`src/rtl/logic_unit_arbiter.sv`:
```
// Two-requester round-robin front end for a shared AND/OR/NOR/XOR unit with a
// single tagged result register and a running count of delivered results.
module logic_unit_arbiter #(
  parameter int unsigned REG_SIZE = 32,
  parameter int unsigned CNT_W    = 16
) (
  input  logic                clk,
  input  logic                rst,
  input  logic                req0_valid,
  output logic                req0_ready,
  input  logic [1:0]          req0_op,
  input  logic [REG_SIZE-1:0] req0_a,
  input  logic [REG_SIZE-1:0] req0_b,
  input  logic                req1_valid,
  output logic                req1_ready,
  input  logic [1:0]          req1_op,
  input  logic [REG_SIZE-1:0] req1_a,
  input  logic [REG_SIZE-1:0] req1_b,
  output logic                rsp_valid,
  input  logic                rsp_ready,
  output logic                rsp_id,
  output logic [REG_SIZE-1:0] rsp_data,
  output logic                rsp_zero,
  output logic [CNT_W-1:0]    done_count
);

  localparam logic [1:0] OP_AND = 2'b00;
  localparam logic [1:0] OP_OR  = 2'b01;
  localparam logic [1:0] OP_NOR = 2'b10;
  localparam logic [1:0] OP_XOR = 2'b11;

  typedef enum logic {
    ST_EMPTY = 1'b0,
    ST_FULL  = 1'b1
  } state_t;

  state_t              r_state;
  state_t              w_state_nxt;
  logic                r_last_grant;
  logic [REG_SIZE-1:0] r_rsp_data;
  logic                r_rsp_id;
  logic                r_rsp_zero;
  logic [CNT_W-1:0]    r_done_count;

  logic                w_can_accept;
  logic                w_gnt_valid;
  logic                w_gnt_idx;
  logic                w_accept;
  logic                w_drain;
  logic [1:0]          w_sel_op;
  logic [REG_SIZE-1:0] w_sel_a;
  logic [REG_SIZE-1:0] w_sel_b;
  logic [REG_SIZE-1:0] w_result;

  // Round-robin pick: on contention, the requester not granted last wins.
  always_comb begin
    w_gnt_valid = 1'b0;
    w_gnt_idx   = 1'b0;
    if (req0_valid && req1_valid) begin
      w_gnt_valid = 1'b1;
      w_gnt_idx   = ~r_last_grant;
    end else if (req0_valid) begin
      w_gnt_valid = 1'b1;
      w_gnt_idx   = 1'b0;
    end else if (req1_valid) begin
      w_gnt_valid = 1'b1;
      w_gnt_idx   = 1'b1;
    end
  end

  // Result slot is free when empty or being drained this cycle.
  assign w_can_accept = !rst && ((r_state == ST_EMPTY) || rsp_ready);
  assign w_accept     = w_can_accept && w_gnt_valid;
  assign w_drain      = (r_state == ST_FULL) && rsp_ready;

  assign req0_ready = w_accept && !w_gnt_idx;
  assign req1_ready = w_accept &&  w_gnt_idx;

  // Operand mux feeding the single shared logic unit.
  always_comb begin
    w_sel_op = req0_op;
    w_sel_a  = req0_a;
    w_sel_b  = req0_b;
    if (w_gnt_idx) begin
      w_sel_op = req1_op;
      w_sel_a  = req1_a;
      w_sel_b  = req1_b;
    end
  end

  always_comb begin
    w_result = '0;
    case (w_sel_op)
      OP_AND:  w_result = w_sel_a & w_sel_b;
      OP_OR:   w_result = w_sel_a | w_sel_b;
      OP_NOR:  w_result = ~(w_sel_a | w_sel_b);
      OP_XOR:  w_result = w_sel_a ^ w_sel_b;
      default: w_result = '0;
    endcase
  end

  // Result-slot occupancy; an accept during a drain keeps the slot full.
  always_comb begin
    w_state_nxt = r_state;
    case (r_state)
      ST_EMPTY: begin
        if (w_accept) begin
          w_state_nxt = ST_FULL;
        end
      end
      ST_FULL: begin
        if (w_accept) begin
          w_state_nxt = ST_FULL;
        end else if (rsp_ready) begin
          w_state_nxt = ST_EMPTY;
        end
      end
      default: w_state_nxt = ST_EMPTY;
    endcase
  end

  always_ff @(posedge clk) begin
    if (rst) begin
      r_state      <= ST_EMPTY;
      r_last_grant <= 1'b1;
      r_rsp_data   <= '0;
      r_rsp_id     <= 1'b0;
      r_rsp_zero   <= 1'b1;
      r_done_count <= '0;
    end else begin
      r_state <= w_state_nxt;
      if (w_accept) begin
        r_rsp_data   <= w_result;
        r_rsp_id     <= w_gnt_idx;
        r_rsp_zero   <= (w_result == '0);
        r_last_grant <= w_gnt_idx;
      end
      if (w_drain) begin
        r_done_count <= r_done_count + CNT_W'(1);
      end
    end
  end

  assign rsp_valid  = (r_state == ST_FULL);
  assign rsp_id     = r_rsp_id;
  assign rsp_data   = r_rsp_data;
  assign rsp_zero   = r_rsp_zero;
  assign done_count = r_done_count;

endmodule
```
`config.mk`:
```
export PLATFORM = sky130hd
export DESIGN_NAME = logic_unit_arbiter
export DESIGN_NICKNAME = d
export VERILOG_FILES = /design/src/rtl/logic_unit_arbiter.sv
export SDC_FILE = /design/constraint.sdc
export NUM_CORES = 1
export LEC_CHECK = 0
export ABC_CLOCK_PERIOD_IN_PS = 4600
export BUFFER_PORTS_ARGS = -buffer_cell sky130_fd_sc_hd__buf_2
export CAP_MARGIN = 15
export CORE_MARGIN = 3
export CORE_UTILIZATION = 50
export DETAILED_ROUTE_END_ITERATION = 8
export PLACE_DENSITY = 0.77
export SLEW_MARGIN = 5
export SYNTH_ARGS = -nofsm -noshare
export SYNTH_HDL_FRONTEND = slang
export SYNTH_SLANG_ARGS = --single-unit
```
`constraint.sdc`:
```
create_clock -name clk -period 4.6 [get_ports clk]
set_input_delay 0.23 -clock clk [delete_from_list [all_inputs] [get_ports clk]]
set_output_delay 0.23 -clock clk [all_outputs]
set_load 0.02 [all_outputs]
```
======== After elaboration in Yosys (flattened, before gate mapping) ========
Cells that the tools add are included.
word-level totals
  output and inout port bits .............. 53
  bits in registers ....................... 52
operators by class
  equal/unequal tests ..................... 3
  bitwise operators ....................... 6
  reduce and logical (&&, ||, !) cells .... 11
  mux-type cells .......................... 13
  add/sub/neg operators ................... 1
operators by type and width
  operator                                                               number
  32-bit one-hot mux with 4 select lines                                 1
  32-bit two-way mux                                                     2
  32-bit AND                                                             1
  32-bit zero test                                                       1
  32-bit inverter                                                        1
  32-bit OR                                                              1
  32-bit XOR                                                             1
  16-bit by 1-bit adder with 16-bit output, second input constant        1
  1-bit two-way mux                                                      8
  1-bit logical AND                                                      6
  2-bit equality test, second input constant                             2
  2-bit by 1-bit equality test with 1-bit output, second input constant  1
  1-bit zero test                                                        2
  2-bit zero test                                                        1
  2-bit two-way mux                                                      1
  1-bit inverter                                                         2
  1-bit one-hot mux with 2 select lines                                  1
  1-bit logical OR                                                       1

======== Logic depth before layout (Yosys ltp) ========
  depth after elaboration ................. 8
  mapped depth ............................ 14
  mapped depth without buffers ............ 11

======== Worst setup path before layout ========
No wires, ideal clock.
  path type ............................... reg2reg
  start ................................... register r_last_grant
  end ..................................... register r_rsp_zero, in the netlist rsp_zero
  cell stages (with the launch flop) ...... 14
  data arrival time ....................... 3330 ps
  library setup time ...................... 87 ps
  data required time ...................... 4513 ps
  path buffers ............................ 3
  slack ................................... 1183 ps
  period minus slack after synthesis ...... 3417 ps
  path through ............................ dfxtp_1 -> a21boi_2 -> buf_4 -> clkbuf_1 -> buf_1 -> mux2i_1 -> ha_1 -> mux2_2 -> a311o_1 -> o311ai_1 -> o221ai_1 -> nor4b_2 -> nand4_1 -> o31ai_1
on the way
  longest elaborated chain between the ends .. 7
  elaborated cells between the ends (all ways) .. 15
RTL lines
  item                                        RTL line  source
  start, declared                             39        logic r_last_grant;
  start signal, assigned                      136       r_last_grant <= w_gnt_idx;
  1-bit inverter (*)                          61        w_gnt_idx = ~r_last_grant;
  1-bit two-way mux (*)                       59        if (req0_valid && req1_valid) begin
  32-bit two-way mux                          84        if (w_gnt_idx) begin
  32-bit OR                                   95, 96
  32-bit inverter                             96        OP_NOR: w_result = ~(w_sel_a | w_sel_b);
  32-bit one-hot mux with 4 select lines (*)  93        case (w_sel_op)
  32-bit zero test (*)                        135       r_rsp_zero <= (w_result == '0);
  end signal, assigned                        135
  end, declared                               42        logic r_rsp_zero;
Mark *: on every way between the ends. The rest lies on a longest branch, timed or not.
A chain may end at the register's enable or synchronous reset.

======== Final worst setup path ========
Same ends and word-level chain as after synthesis.

==> flow_summary_export.csv <==
group,metric,value,unit
power,p_int,890,uW
sta,fmax,0.267,GHz
job,drv_cap,0,
setup_path,worstPathArrival,3.98,ns
grt,grt_usage,25.5,%
sta,timing.final.crit_share,81.6,%
setup_path,crit_chain,"a21boi_4, buf_4, nand2_1, nand2_1, inv_1, ha_1, and2_1, o311ai_0, nor4b_2, nand4_1, o31ai_1",
route,vias_per_cell,5.77,
sta,fin_skew,0.00842,ns
grt,grt_pass1_vias,5336,
sta,fin_tns_setup,0,ns
setup_path,path_max_fanout,36,
setup_path,slowest_stage,"o311ai_0",
layout,fin_nets,1060,
route,num_vias,5749,
clocking,htree_levels,2,
synth,avgSynthCellArea,7.60,um^2
sta,rsz0062_at_grt,"no",
setup_path,slowest_delay,0.80,ns
min_path,hold_path_class,"in2reg",
sta,worst_slack,0.848,ns
layout,diodes,0,
placed_design,routabilityCongestion,0.851,
grt,antenna_found_initial,0,
power,switchingPower,620,uW
synth,ys_types,51,
power,ir_drop,0.177,mV
grt,grt_pass1_wl,25000,um
route,drt-pass1-iter-count,5,
setup_path,setup.worst_path.class,"reg2reg",
clocking,root_buffer,"clkbuf_8",
floorplan,core.rowCount,37,
sta,worst_pin_slew,1.16,ns
layout,fillers,968,
power,powerDensity,236,nW/um^2
power,finalPower,1.51,mW
power,swShare,41.1,%
power,seqPwrFrac,34.5,%
power,pwr-share-clk,17.2,%
run_status,outcome,"finished, final reports clean",
setup_path,crit_buf_inv,2,
layout,drive_gt1_share,25.2,%
clocking,postCtsSetupBuffers,0,
floorplan,die_w,110,um
floorplan,core_area,10400,um^2
layout,syn2layout_area_growth,18.7,%
synth,synthFlopType,"dfxtp_1",
clocking,cts_resized,0,
route,wire_per_inst,16.1,um
placed_design,hpwl,12200,um
floorplan,initial_core_util,51.7,%
clocking,clk_latency,0.30,ns
setup_path,crit_path_start_kind,"register",
synth,synth_seq_area_share,19.3,%
synth,syn_nets,909,
sta,max_slew_margin,22.9,%
route,drtAntennaViolNets,0,
sta,maxSlewViolCount,0,
power,pwr-share-comb,48.3,%
sta,final_hold_viol_count,0,
sta,period_needed,3.75,ns
setup_path,required,4.83,ns
floorplan,ioPinCount,190,
grt,grt_max_degree,71,
clocking,clkSlewWorstSetupHoldPaths,0.10,ns
clocking,cts_tree,"done",
sta,setup_viol,0,
placed_design,port_buffers,189,
setup_path,cp_top_family,"compound AO/OA/AOI/OAI gates",
synth,yosysWarnings,0,
grt,grt-ovfl-total,0,
synth,postSynth.asyncResetShare,0,%
synth,synth_edf_count,0,
route,drt-initial-drc-count,482,
clocking,clk_path_buf_depth,2,
setup_path,cp-end-kind,"register",
setup_path,cpMostUsedCell,"nand2_1",
floorplan,die_area,12000,um^2
route,wl,16000,um
power,leakagePower,3.46,nW
placed_design,dp_slack,0.949,ns
floorplan,die_h,110,um
clocking,numCtsBuffers,5,
synth,synthCells,708,
synth,ys_ff_latch,52,
synth,synth_area,5380,um^2
clocking,postCtsHoldBufs,0,
route,route.detailed.drc,0,
clocking,clock-sinks,52,
stage by stage:
step	utilization (%)	instances	area, um^2	hold WS [ns]
6_report	61.3	996	6390	0.251
5_1_grt	61.3	996	6390	0.260
3_3_place_gp	60.5	988	6300	0.461
4_1_cts	61.3	996	6390	0.243
3_5_place_dp	60.5	988	6300	0.462
2_1_floorplan	-	708	5380	0.355
metal layers:
metal	GRT usage (%)	share of wire [%]	vias to the layer above
met5	0	0	-
met4	6.95	2.2	0
met3	2.35	7.7	31
met2	43.4	47	246
met1	34.5	43	2667
li1	-	-	2805
cells by family (layout without fill, tap and decap cells):
| kind of cell | Yosys count | after routing | share of synthesized area [%] |
|---|---|---|---|
| buf+inv | 127 | 279 | 10.1 |
| flops | 52 | 52 | 19.3 |
| compound gates | 176 | 176 | 23.6 |
| xor+xnor | 12 | 12 | 1.95 |
| fa+ha+maj | 64 | 64 | 14.9 |
| simple gates | 227 | 227 | 20.2 |
| mux | 50 | 50 | 9.90 |
worst paths after layout:
kind	from	endpoint	slack, ns	cells past startpoint
worst max register to register	r_last_grant	rsp_zero	0.85	11
worst max-delay path	r_last_grant	rsp_zero	0.85	11
worst min register to register	rsp_data[19]	rsp_data[19]	0.48	2
worst min-delay path	req1_valid	rsp_valid	0.25	3
cell usage after synthesis (all sizes together), types with 2 or more instances:
cell    number  area share, %
nand2      125            8.7
inv         77            5.4
ha          64             15
dfxtp       52             19
a21oi       45            4.2
mux2i       45            8.4
a211oi      40            5.7
a221oi      30            5.0
buf         26            3.1
nor2        25            1.7
clkbuf      24            1.7
o21ai       21            2.0
nand3b      20            2.8
nor3b       13            1.8
a21o        12            1.7
xor2        10            1.6
a211o        8            1.3
nand3        7           0.65
nand4        6           0.70
and2         5           0.58
o22ai        5           0.70
and3         4           0.46
nand2b       4           0.46
nor3         4           0.37
or3          4           0.46
or4          4           0.56
mux2         3           0.63
nor4         3           0.35
o31ai        3           0.42
a22oi        2           0.79
a311o        2           0.37
mux4         2           0.91
o311ai       2           0.33
xnor2        2           0.33
final cells by class:
type	instances	area (um^2)	share of cell area [%]
Multi-Input combinational cell	529	3820	59.8
Sequential cell	52	1040	16.3
Timing Repair Buffer	194	983	15.4
Inverter	77	289	4.52
Tap cell	136	170	2.66
Clock buffer	5	68.8	1.08
Clock inverter	3	18.8	0.294
cell usage in the layout (no fill, tap or decap), types with 5 or more instances in the layout:
cell / netlist / routed
buf_2: 9 / 189
nand2_1: 125 / 125
inv_1: 77 / 77
ha_1: 64 / 64
dfxtp_1: 52 / 52
mux2i_1: 45 / 45
a21oi_1: 45 / 45
a211oi_1: 39 / 39
a221oi_1: 29 / 29
nor2_1: 25 / 25
o21ai_0: 21 / 21
nand3b_1: 20 / 20
nor3b_1: 13 / 13
a21o_1: 12 / 12
xor2_1: 10 / 10
a211o_1: 8 / 8
nand3_1: 7 / 7
nand4_1: 6 / 6
and2_1: 5 / 5
clkbuf_8: 0 / 5
buf_4: 3 / 5
power by group through the flow:
stage          clock [mW]  combinational, mW  sequential (mW)
6_report            0.260              0.729            0.521
4_1_cts             0.265              0.722            0.521
3_3_place_gp            0              0.689            0.530
3_5_place_dp            0              0.718            0.532
2_1_floorplan           0              0.450            0.581
5_1_grt             0.281              0.805            0.526
worst register-to-register path, stage by stage (launching register included):
cell and delay, ns:
dfxtp_1 0.38, a21boi_4 0.69, buf_4 0.51, nand2_1 0.10, nand2_1 0.11, inv_1 0.05, ha_1 0.21, and2_1 0.14
o311ai_0 0.80, nor4b_2 0.34, nand4_1 0.10, o31ai_1 0.24
flip-flops by register name, summed over array words and instances, names as in the netlist:
| register | flops |
|---|---|
| r_last_grant | 1 |
| rsp_zero | 1 |
| rsp_valid | 1 |
| rsp_id | 1 |
| rsp_data | 32 |
| done_count | 16 |
Power figures use the tool's default switching activity.
